$ cat src/rtl/div_seq_32_pkg.sv
// Shared definitions for the sequential signed divider: width, state encoding
// and the divide-by-zero quotient constant.
package div_seq_32_pkg;

   localparam int DATA_WIDTH = 32;
   localparam int CNT_W      = 6;

   localparam logic [DATA_WIDTH-1:0] DIV0_QUOTIENT = 32'hFFFF_FFFF;
   localparam logic [CNT_W-1:0]      LAST_CNT      = CNT_W'(DATA_WIDTH - 1);

   typedef enum logic [1:0] {
      ST_IDLE = 2'd0,
      ST_RUN  = 2'd1,
      ST_FIX  = 2'd2,
      ST_DONE = 2'd3
   } div_state_t;

   // Two's-complement magnitude; -2^31 maps to 0x80000000 as unsigned.
   function automatic logic [DATA_WIDTH-1:0] magnitude(input logic [DATA_WIDTH-1:0] v);
      return v[DATA_WIDTH-1] ? (~v + 1'b1) : v;
   endfunction

endpackage

$ cat src/rtl/div_seq_32_div_step.sv
// One restoring-division step: shift in the next dividend bit and
// trial-subtract the divisor magnitude from the partial remainder.
module div_step
   import div_seq_32_pkg::*;
(
   input  logic [DATA_WIDTH:0]   rem_in,
   input  logic                  dvd_bit,
   input  logic [DATA_WIDTH-1:0] dvs_mag,
   output logic [DATA_WIDTH:0]   rem_out,
   output logic                  q_bit
);

   logic [DATA_WIDTH+1:0] shifted;
   logic [DATA_WIDTH+1:0] diff;

   // One extra guard bit so the borrow is a clean sign bit of the difference.
   assign shifted = {rem_in, dvd_bit};
   assign diff    = shifted - {2'b00, dvs_mag};
   assign q_bit   = ~diff[DATA_WIDTH+1];
   assign rem_out = q_bit ? diff[DATA_WIDTH:0] : shifted[DATA_WIDTH:0];

endmodule

$ cat src/rtl/div_seq_32.sv
// Sequential signed 32-bit divider feeding HI (remainder) and LO (quotient);
// one quotient bit per clock, then a sign-correction cycle.
//
//   state | meaning
//   IDLE  | waiting for start, results held
//   RUN   | 32 restoring-division steps
//   FIX   | sign correction, results written
//   DONE  | done pulse (HI/LO enable), new start accepted
module div_seq_32
   import div_seq_32_pkg::*;
(
   input  logic                  clock,
   input  logic                  clear_n,
   input  logic                  start,
   input  logic [DATA_WIDTH-1:0] dividend,
   input  logic [DATA_WIDTH-1:0] divisor,
   output logic                  busy,
   output logic                  done,
   output logic                  div_by_zero,
   output logic [DATA_WIDTH-1:0] quotient,
   output logic [DATA_WIDTH-1:0] remainder
);

   div_state_t            state_q, state_d;
   logic [CNT_W-1:0]      cnt_q;
   logic [DATA_WIDTH:0]   acc_q;
   logic [DATA_WIDTH-1:0] dq_q;
   logic [DATA_WIDTH-1:0] dvs_q;
   logic                  neg_quo_q;
   logic                  neg_rem_q;
   logic [DATA_WIDTH:0]   step_rem;
   logic                  step_bit;
   logic                  accept;
   logic                  dvs_zero;

   div_step u_step (
      .rem_in  (acc_q),
      .dvd_bit (dq_q[DATA_WIDTH-1]),
      .dvs_mag (dvs_q),
      .rem_out (step_rem),
      .q_bit   (step_bit)
   );

   assign dvs_zero = (divisor == '0);
   assign accept   = start && ((state_q == ST_IDLE) || (state_q == ST_DONE));
   assign busy     = (state_q == ST_RUN) || (state_q == ST_FIX);
   assign done     = (state_q == ST_DONE);

   always_comb begin
      state_d = state_q;
      case (state_q)
         ST_IDLE,
         ST_DONE: begin
            if (start)
               state_d = dvs_zero ? ST_DONE : ST_RUN;
            else
               state_d = ST_IDLE;
         end
         ST_RUN:  if (cnt_q == LAST_CNT) state_d = ST_FIX;
         ST_FIX:  state_d = ST_DONE;
         default: state_d = ST_IDLE;
      endcase
   end

   always_ff @(posedge clock or negedge clear_n) begin
      if (!clear_n) begin
         state_q     <= ST_IDLE;
         cnt_q       <= '0;
         acc_q       <= '0;
         dq_q        <= '0;
         dvs_q       <= '0;
         neg_quo_q   <= 1'b0;
         neg_rem_q   <= 1'b0;
         div_by_zero <= 1'b0;
         quotient    <= '0;
         remainder   <= '0;
      end else begin
         state_q <= state_d;
         if (accept) begin
            cnt_q       <= '0;
            acc_q       <= '0;
            dq_q        <= magnitude(dividend);
            dvs_q       <= magnitude(divisor);
            neg_quo_q   <= dividend[DATA_WIDTH-1] ^ divisor[DATA_WIDTH-1];
            neg_rem_q   <= dividend[DATA_WIDTH-1];
            div_by_zero <= dvs_zero;
            if (dvs_zero) begin
               quotient  <= DIV0_QUOTIENT;
               remainder <= dividend;
            end
         end else if (state_q == ST_RUN) begin
            acc_q <= step_rem;
            dq_q  <= {dq_q[DATA_WIDTH-2:0], step_bit};
            cnt_q <= (cnt_q == LAST_CNT) ? '0 : cnt_q + 1'b1;
         end else if (state_q == ST_FIX) begin
            // Truncating division: remainder follows the dividend's sign.
            quotient  <= neg_quo_q ? (~dq_q + 1'b1) : dq_q;
            remainder <= neg_rem_q ? (~acc_q[DATA_WIDTH-1:0] + 1'b1) : acc_q[DATA_WIDTH-1:0];
         end
      end
   end

endmodule

$ cat config.mk
export PLATFORM = sky130hd
export DESIGN_NAME = div_seq_32
export DESIGN_NICKNAME = d
export VERILOG_FILES = /design/src/rtl/div_seq_32_pkg.sv /design/src/rtl/div_seq_32_div_step.sv /design/src/rtl/div_seq_32.sv
export SDC_FILE = /design/constraint.sdc
export NUM_CORES = 1
export LEC_CHECK = 0
export ABC_AREA = 1
export BUFFER_PORTS_ARGS = -buffer_cell sky130_fd_sc_hd__buf_2
export CELL_PAD_IN_SITES_DETAIL_PLACEMENT = 1
export CELL_PAD_IN_SITES_GLOBAL_PLACEMENT = 1
export CORE_MARGIN = 2
export CORE_UTILIZATION = 43
export DETAILED_ROUTE_END_ITERATION = 8
export MAX_ROUTING_LAYER = met4
export PLACE_DENSITY = 0.93
export SYNTH_ARGS = -nofsm -noshare
export SYNTH_HDL_FRONTEND = slang
export SYNTH_SLANG_ARGS = --single-unit
$ cat constraint.sdc
create_clock -name clock -period 2.7 [get_ports clock]
set_input_delay 0.54 -clock clock [delete_from_list [all_inputs] [get_ports clock]]
set_output_delay 0.54 -clock clock [all_outputs]
set_load 0.005 [all_outputs]
==> results of run 1 <==
==> per-stage QoR <==
| step | instances | setup TNS (ps) |
|---|---|---|
| after floorplan | 2050 | 0 |
| after global placement | 2572 | 0 |
| after detailed placement | 2572 | 0 |
| after CTS | 2604 | 0 |
| after global routing | 2604 | -144 |
| final | 2604 | 0 |
==> cell families (layout without fill, tap and decap cells) <==
kind of cell	count (synthesis)	in the layout	synth area share [%]
buf+inv	339	497	10.2
xor+xnor	52	52	3.44
fa+ha+maj	41	41	3.93
simple gates	1141	1141	36.8
flops	172	172	32.5
compound gates	304	304	13.1
mux	1	1	0.0756
==> critical path: cells and delay by family, from the launching register on <==
kind,cells,cell delay (ps)
fa+ha+maj,1,380
compound gates,3,600
simple gates,7,940
flops,1,460
buf+inv,1,130
==> worst paths after layout <==
check                                            from                       to  cells after the start
worst max-delay path            acc_q[29]$_DFFE_PN0P_    acc_q[30]$_DFFE_PN0P_                     12
worst min-delay path                          clear_n  quotient[4]$_DFFE_PN0P_                      1
worst max register to register  acc_q[29]$_DFFE_PN0P_    acc_q[30]$_DFFE_PN0P_                     12
worst min register to register  dvs_q[12]$_DFFE_PN0P_    dvs_q[12]$_DFFE_PN0P_                      2
max in group asynchronous                     clear_n    neg_rem_q$_DFFE_PN0P_                      2
min in group clock                       dividend[23]     dq_q[23]$_DFFE_PN0P_                      2
==> state kept, by name (all words and copies together), names as in the netlist <==
register	flops
acc_q	33
cnt_q	6
div_by_zero	1
dq_q	32
dvs_q	32
neg_quo_q	1
neg_rem_q	1
quotient	32
remainder	32
state_q	2
==> power by group through the flow <==
stage | logic (mW) | clock network, mW | registers (mW)
2_1_floorplan | 6.24 | 0 | 4.20
3_3_place_gp | 9.20 | 0 | 4.32
3_5_place_dp | 9.57 | 0 | 4.39
6_report | 9.73 | 2.55 | 4.37
5_1_grt | 10.8 | 2.67 | 4.48
4_1_cts | 9.68 | 2.56 | 4.36
==> Yosys cell counts, drive strengths merged (31+ instances only) <==
library cell and n:
dfrtp 172, xor2 31, nand2 587, nor2 249, a21oi 71, ha 40
a31oi 41, clkbuf 39, o21ai 126, nand3 216, inv 271
==> metal layers <==
metal | GRT usage (%) | part of all wire, % | wire, µm | vias up
li1 | - | - | - | 6959
met1 | 39.9 | 42 | 21900 | 7322
met2 | 56.0 | 49 | 25300 | 420
met3 | 3.55 | 3.7 | 1920 | 138
met4 | 17.7 | 5.8 | 3000 | 0
met5 | - | 0 | 0 | -
==> layout make-up <==
class | instances | area [µm²] | area share [%]
Tap cell | 396 | 495 | 3.26
Clock buffer | 19 | 443 | 2.91
Timing Repair Buffer | 193 | 1180 | 7.80
Clock inverter | 13 | 139 | 0.914
Inverter | 272 | 1020 | 6.73
Sequential cell | 172 | 4310 | 28.3
Multi-Input combinational cell | 1539 | 7610 | 50.1
==> timing repair <==
item	4_1_cts	5_1_grt
gates resized for setup	0	3
setup buffers	0	0
endpoints found under the setup margin	0	21
==> run metrics, run 1 <==
critical path startpoint category=flop; final hold vios=0; IO buf count=133; ANT nets after route=0; most frequent cells in the layout=nand2_1, inv_1, nor2_1, nand3_1, dfrtp_1; Top-Level Pins=134; sequential share of power=26.2%; Cell Area, Synth=0.0132 mm²; syn avg cell area=6.46 µm²; min Tclk post-route=2580 ps; maxcap violations=0; wire per inst=20.0 µm; clk_lat worst skew=470 ps; Core Rows=64; H-tree Lvls=4; clk buf depth=2; CP max stage delay=460 ps; clock sink count=172; CTS tree=yes; die area=0.0322 mm²; Post-synth EDFFs=0; worst path required time=3090 ps; register area share after synthesis=32.5%; core area=0.0304 mm²; Syn Inst Count=2050; switching share of power=50.9%; final WL=52100 µm; Clock Skew=21.5 ps; Post-Synthesis Net Count=2158; Root Driver=clkbuf_16; CP Cell Sequence=ha_1, inv_1, o21ai_0, a21oi_1, nand2_1, a21oi_2, nand2_2, nand2_2, nand3_1, nand2_1, nand2_1, nand2_1; Worst EP arrival=2970 ps; total gr overflow=0; clock power share=15.3%; Iter 0 DRT Violations=1054; Tightest Pin Transition=576 ps; ANT cells=0; Initial Utilization=43.5%; DRC Markers=0; Tot GR Track Use=33.5%; Leakage=7.96 nW; final instance area=0.0152 mm²; via count=14.8k; crit path max-delay cell type=dfrtp_1; Ys Warns=0; P per Cell Area=1100 mW/mm²; CP endpoint kind=flop; DRT Pass-1 Iters=5; unrepaired setup endpoints after global routing=true; GPL Wtd Cong=0.972; final worst slack=123 ps; CTS buffer count=17; cell mode on critical path=nand2_1; worst-path fanout max=6; Total Power=16.7 mW; Int Pwr=8.19 mW; slew margin rel.=61.3%; maximum clock rate=388 MHz; Cell variety after synth=52; clk slew on worst S/H paths=70 ps; final cycle utilization of the critical path=95.4%; Main synth FF type=dfrtp_1; commonest non-fill, non-tap cell in the layout=nand2_1; Fillers=4129; fraction of registers with async set/reset=100%; Worst Hold Class=in2async; top cell type's share of synthesized area=32.5%; Comb pwr share=58.4%; area post-placement=0.0146 mm²; Slew Viols, Final=0; via/cell ratio=5.70; largest net degree at the start of global routing=90; status=finished, final reports clean; fraction of final layout cells sized beyond drive strength 1=12.3%; leading cell types by total area after synthesis=dfrtp_1, nand2_1, nand3_1; detailed placer's ending HPWL=41400 µm; Sw Pwr=8.47 mW; maximum VDD drop=0.518 mV; Die Width=180 µm; R2R setup slack=120 ps; Setup WS pre-CTS=85.0 ps; CP Class=reg2reg; chip height=180 µm; P&R area growth vs syn=14.8%; initial antenna violation count=0; final setup vio count=0; final hold slack=35.1 ps; cts hold-fix bufs=0; Seq cells post-synth=172; first-pass GRT wire length=83700 µm; vias in the first global route=15.4k; Final #Nets=2303; Final Core Density=50.0%; largest area contributor in the netlist=dfrtp_1
No activity file was read; power rests on OpenSTA's default activity.
==> inputs of run 2 (changes only) <==
--- a/config.mk
+++ b/config.mk
@@ -9,7 +9,7 @@
 export BUFFER_PORTS_ARGS = -buffer_cell sky130_fd_sc_hd__buf_2
 export CELL_PAD_IN_SITES_DETAIL_PLACEMENT = 1
 export CELL_PAD_IN_SITES_GLOBAL_PLACEMENT = 1
-export CORE_MARGIN = 2
+export CORE_MARGIN = 1
 export CORE_UTILIZATION = 43
 export DETAILED_ROUTE_END_ITERATION = 8
 export MAX_ROUTING_LAYER = met4
==> run 2 against run 1 <==
Compared with the run above:
- global-route usage is 2.6 points higher
- sequential share of layout area about the same
- worst hold slack lost 2.0 ps
- flip-flop and latch count did not move
- clock skew fell by 9.9 ps
- clock power barely moved
- core utilization increased by 0.88 points
- combinational power up 2.3%
- non-clock buffer count is 1 lower
- first-iteration DRC count up 1.8%
- clock-buffer cell count up 2
==> run metrics, run 2 (synthesis gave the netlist of run 1 again) <==
DRC Markers=0; R2R setup slack=100 ps; slew margin rel.=59.9%; cell mode on critical path=nand2_1; wire per inst=20.9 µm; DRT Pass-1 Iters=5; Clock Skew=11.5 ps; critical path startpoint category=flop; FF/Latch Area=0.00431 mm²; status=finished, final reports clean; maxcap violations=0; largest net degree at the start of global routing=90; chip height=178 µm; Non-Filler Instances=2596; commonest non-fill, non-tap cell in the layout=nand2_1; final setup vio count=0; maximum clock rate=384 MHz; Post-CTS Setup Inserts=0; CP endpoint kind=flop; Root Driver=clkbuf_16; clk slew on worst S/H paths=80 ps; maximum VDD drop=0.516 mV; CP Cell Sequence=ha_1, nand2_1, nor2_1, inv_1, nor2_2, nand2_1, nand2_2, nand2_2, nand3_2, buf_4, nand3_1, nand3_1, nand2_1; Tot GR Track Use=36.0%; total gr overflow=0; clk buf depth=2; Resize count post-CTS=1; Core Rows=63; CTS tree=yes; final hold vios=0; ANT nets after route=0; final cycle utilization of the critical path=96.4%; Top-Level Pins=134; cts hold-fix bufs=0; CTS buffer count=17; Final Core Density=50.8%; worst path required time=3050 ps; Worst EP arrival=2950 ps; via/cell ratio=5.81; fraction of final layout cells sized beyond drive strength 1=12.4%; max FFs per register=33; ANT cells=0; CP Class=reg2reg; core area=0.0300 mm²; via count=15.1k; detailed placer's ending HPWL=42100 µm; Final #Nets=2302; worst reg-to-reg path cell count=13; Fillers=4075; Initial Utilization=44.2%; min Tclk post-route=2600 ps; P per Cell Area=1110 mW/mm²; Die Width=178 µm; clk_lat worst skew=460 ps; clock sink count=172; Iter 0 DRT Violations=1073; Worst Hold Class=in2async; IO buf count=133; worst-path fanout max=10; GPL Wtd Cong=0.973; final hold slack=33.0 ps; CP max stage delay=510 ps; final WL=54300 µm; initial antenna violation count=0; die area=0.0315 mm²; Leakage=7.97 nW; Final TNS setup=0 ps; most frequent cells in the layout=nand2_1, inv_1, nor2_1, nand3_1, dfrtp_1; Largest Register=acc_q; Slew Viols, Final=0; H-tree Lvls=4; Tightest Pin Transition=597 ps; crit path max-delay cell type=dfrtp_1; Multi-input gate area=0.00765 mm²; first-pass GRT wire length=84800 µm; vias in the first global route=15.6k; DP Cell Count=2565; P&R area growth vs syn=15.0%
[run 2: power by group]
| group | internal [mW] | switching, mW |
|---|---|---|
| sequential | 3.61 | 0.794 |
| combinational | 3.22 | 6.74 |
| clock | 1.34 | 1.19 |
[run 2: layer usage]
layer / vias up / GRT usage, % / part of all wire (%)
li1: 6951 / - / -
met1: 7400 / 41.7 / 41
met2: 560 / 59.9 / 48
met3: 170 / 5.55 / 5.4
met4: 0 / 19.4 / 5.7
met5: - / - / 0
[run 2: layout make-up]
cell class	count	share of cell area [%]
Clock buffer	21	3.02
Inverter	272	6.71
Multi-Input combinational cell	1539	50.2
Timing Repair Buffer	192	7.84
Tap cell	390	3.21
Sequential cell	172	28.3
Clock inverter	10	0.699
[run 2: critical path, delay by kind of cell (launching register included)]
| family | cells | cell delay [ps] |
|---|---|---|
| buffers and inverters | 2 | 340 |
| DFF | 1 | 510 |
| adders and majority gates | 1 | 420 |
| and+or+nand+nor | 10 | 1200 |
[run 2: final timing paths]
check | to | start
worst max-delay path | acc_q[19]$_DFFE_PN0P_ | acc_q[11]$_DFFE_PN0P_
worst min-delay path | cnt_q[2]$_DFFE_PN0P_ | clear_n
worst max register to register | acc_q[19]$_DFFE_PN0P_ | acc_q[11]$_DFFE_PN0P_
worst min register to register | remainder[28]$_DFFE_PN0P_ | remainder[28]$_DFFE_PN0P_
max in group asynchronous | neg_quo_q$_DFFE_PN0P_ | clear_n
min in group clock | dq_q[23]$_DFFE_PN0P_ | dividend[23]
[run 2: through the flow]
step	setup WS (ps)	total power [mW]	instance area (µm²)
after floorplan	607	10.4	13200
after global placement	63.8	13.5	14600
after detailed placement	-2.59	14.0	14600
after CTS	18.9	16.6	15200
after global routing	-16.0	18.0	15200
final	96.8	16.9	15200
==> inputs of run 3 (changes only) <==
--- a/config.mk
+++ b/config.mk
@@ -16,4 +16,5 @@
 export PLACE_DENSITY = 0.93
 export SYNTH_ARGS = -nofsm -noshare
 export SYNTH_HDL_FRONTEND = slang
+export SYNTH_HIERARCHICAL = 1
 export SYNTH_SLANG_ARGS = --single-unit
==> run 3 against run 2 <==
Compared with the run above:
- sequential share of layout area shrank 1.6 points
- highest routed layer unchanged
- critical path type unchanged
- largest power group unchanged
- flip-flop and latch count is the same
- critical path depth shrank 2
==> run metrics, run 3 <==
gr busiest metal=met2; core area=0.0319 mm²; worst-path fanout max=34; min Tclk post-route=2620 ps; via/cell ratio=5.79; clk buf depth=2; fraction of final layout cells sized beyond drive strength 1=11.3%; total gr overflow=0; clk_lat worst skew=460 ps; P&R area growth vs syn=14.7%; die area=0.0334 mm²; critical path startpoint category=flop; Root Driver=clkbuf_16; fraction of registers with async set/reset=100%; worst path required time=3020 ps; via count=16.6k; Post-Synthesis Net Count=2395; status=finished, final reports clean; maxcap violations=0; worst reg-to-reg path cell count=11; CTS tree=yes; final WL=58100 µm; M2 GR Usage=57.1%; maximum clock rate=381 MHz; wire per inst=20.3 µm; ANT nets after route=0; Seq cells post-synth=172; initial antenna violation count=3; Top-Level Pins=134; CTS buffer count=17; H-tree Lvls=4; Largest Register=acc_q; top-count cell post-synth=nand2_1; Clock Skew=17.7 ps; detailed placer's ending HPWL=44700 µm; Ys Warns=6; cts hold-fix bufs=0; GPL Wtd Cong=1.04; final hold vios=0; largest net degree at the start of global routing=104; final hold slack=85.0 ps; register area share after synthesis=30.6%; Final Core Density=50.5%; CP Class=reg2reg; Leakage=8.86 nW; Post-synth EDFFs=0; first-pass GRT wire length=91400 µm; met1 usage in global routing=44.7%; maximum VDD drop=1.08 mV; Core Rows=65; vias in the first global route=16.9k; Cell Area, Synth=0.0140 mm²; Final #Nets=2526; met3 Usage GRT=5.32%; Cell variety after synth=43; Worst EP arrival=2950 ps; Tot GR Track Use=36.2%; top cell type's share of synthesized area=30.6%; DRT Pass-1 Iters=5; clk slew on worst S/H paths=80 ps; IO buf count=133; leading cell types by total area after synthesis=dfrtp_1, nand2_1, nand3_1; commonest non-fill, non-tap cell in the layout=nand2_1; P per Cell Area=1550 mW/mm²; Syn Inst Count=2287; Die Width=183 µm; slew margin rel.=51.3%; Tightest Pin Transition=724 ps; final setup vio count=0; final cycle utilization of the critical path=97.1%; chip height=183 µm; Fillers=4518; clock sink count=172; DRC Markers=0; Post-synth top cells=nand2_1, inv_1, nand3_1, nor2_1, dfrtp_1; largest area contributor in the netlist=dfrtp_1; CP endpoint kind=flop; FF/Latch Area=0.00431 mm²; Slew Viols, Final=0; most frequent cells in the layout=nand2_1, inv_1, nand3_1, nor2_1, dfrtp_1; Main synth FF type=dfrtp_1; Worst Hold Class=in2async; Multi-input gate area=0.00826 mm²; syn avg cell area=6.14 µm²; max FFs per register=33; Initial Utilization=44.1%; Iter 0 DRT Violations=1400
-- run 3: cell count changes in the layout (fill, tap and decap cells not counted), sizes merged, moves of 4 or more --
cell	change
inv	+40
nor2	-10
a31oi	-26
nand3b	-7
o21ai	+9
buf	-4
nand3	+58
xor2	+5
o211ai	+5
xnor2	-18
nand2	+184
and2	+9
-- run 3: worst max-delay path, stage by stage, from the launching register on --
cell and delay [ps]:
dfrtp_1 400, ha_1 410, a21oi_1 300, and2_1 210, o21ai_2 90, nor2_4 270
nand3_2 160, buf_12 220, nand3_1 120, nand2_1 90, nand3_1 90, o21ai_0 100
-- run 3: final cells by class --
class / instances / share of cell area [%]
Antenna cell: 1 / 0.0155
Clock buffer: 18 / 2.73
Clock inverter: 14 / 1.19
Inverter: 315 / 7.34
Multi-Input combinational cell: 1724 / 51.3
Sequential cell: 172 / 26.7
Tap cell: 435 / 3.38
Timing Repair Buffer: 188 / 7.35
-- run 3: per-stage QoR --
stage | cells | TNS, ps | worst slack, ps | power, mW | instance area [µm²]
2_1_floorplan | 2287 | 0 | 621 | 15.5 | 14000
3_3_place_gp | 2829 | 0 | 152 | 20.4 | 15400
3_5_place_dp | 2829 | 0 | 50.8 | 21.2 | 15400
4_1_cts | 2861 | 0 | 54.6 | 24.2 | 16000
5_1_grt | 2867 | -21.5 | -21.5 | 26.8 | 16100
6_report | 2867 | 0 | 77.9 | 24.9 | 16100
-- run 3: worst paths after layout --
path	to	slack (ps)	from
min in group clock	dq_q[4]$_DFFE_PN0P_	370	dividend[4]
worst min register to register	remainder[8]$_DFFE_PN0P_	470	remainder[8]$_DFFE_PN0P_
worst max-delay path	acc_q[7]$_DFFE_PN0P_	80	acc_q[27]$_DFFE_PN0P_
worst min-delay path	dvs_q[4]$_DFFE_PN0P_	80	clear_n
worst max register to register	acc_q[7]$_DFFE_PN0P_	80	acc_q[27]$_DFFE_PN0P_
max in group asynchronous	cnt_q[3]$_DFFE_PN0P_	1890	clear_n
-- run 3: repair_timing --
item	4_1_cts	5_1_grt
resized for setup	2	16
gates cloned	0	2
setup buffers	0	3
pin swaps	0	2
setup endpoints to repair	1	33
-- run 3: power by group --
part | leakage, nW | internal, mW | total, mW | switching, mW
Combinational | 6.36 | 5.43 | 17.4 | 12.0
Sequential | 2.20 | 3.73 | 4.79 | 1.06
Clock | 0.304 | 1.58 | 2.74 | 1.17
Total | 8.86 | 10.7 | 24.9 | 14.2
-- run 3: cells by family after synthesis --
logic type      after synthesis  share of synthesized area, %
flops                       172                          30.6
xor+xnor                     39                          2.43
simple gates               1368                          41.2
buf+inv                     393                          11.4
compound gates              274                          10.7
fa+ha+maj                    41                          3.70
-- run 3: metal layers --
layer	up-vias	share of wire, %
met2	783	46
li1	7561	-
met5	-	0
met3	199	7.3
met1	8046	42
met4	0	5.3
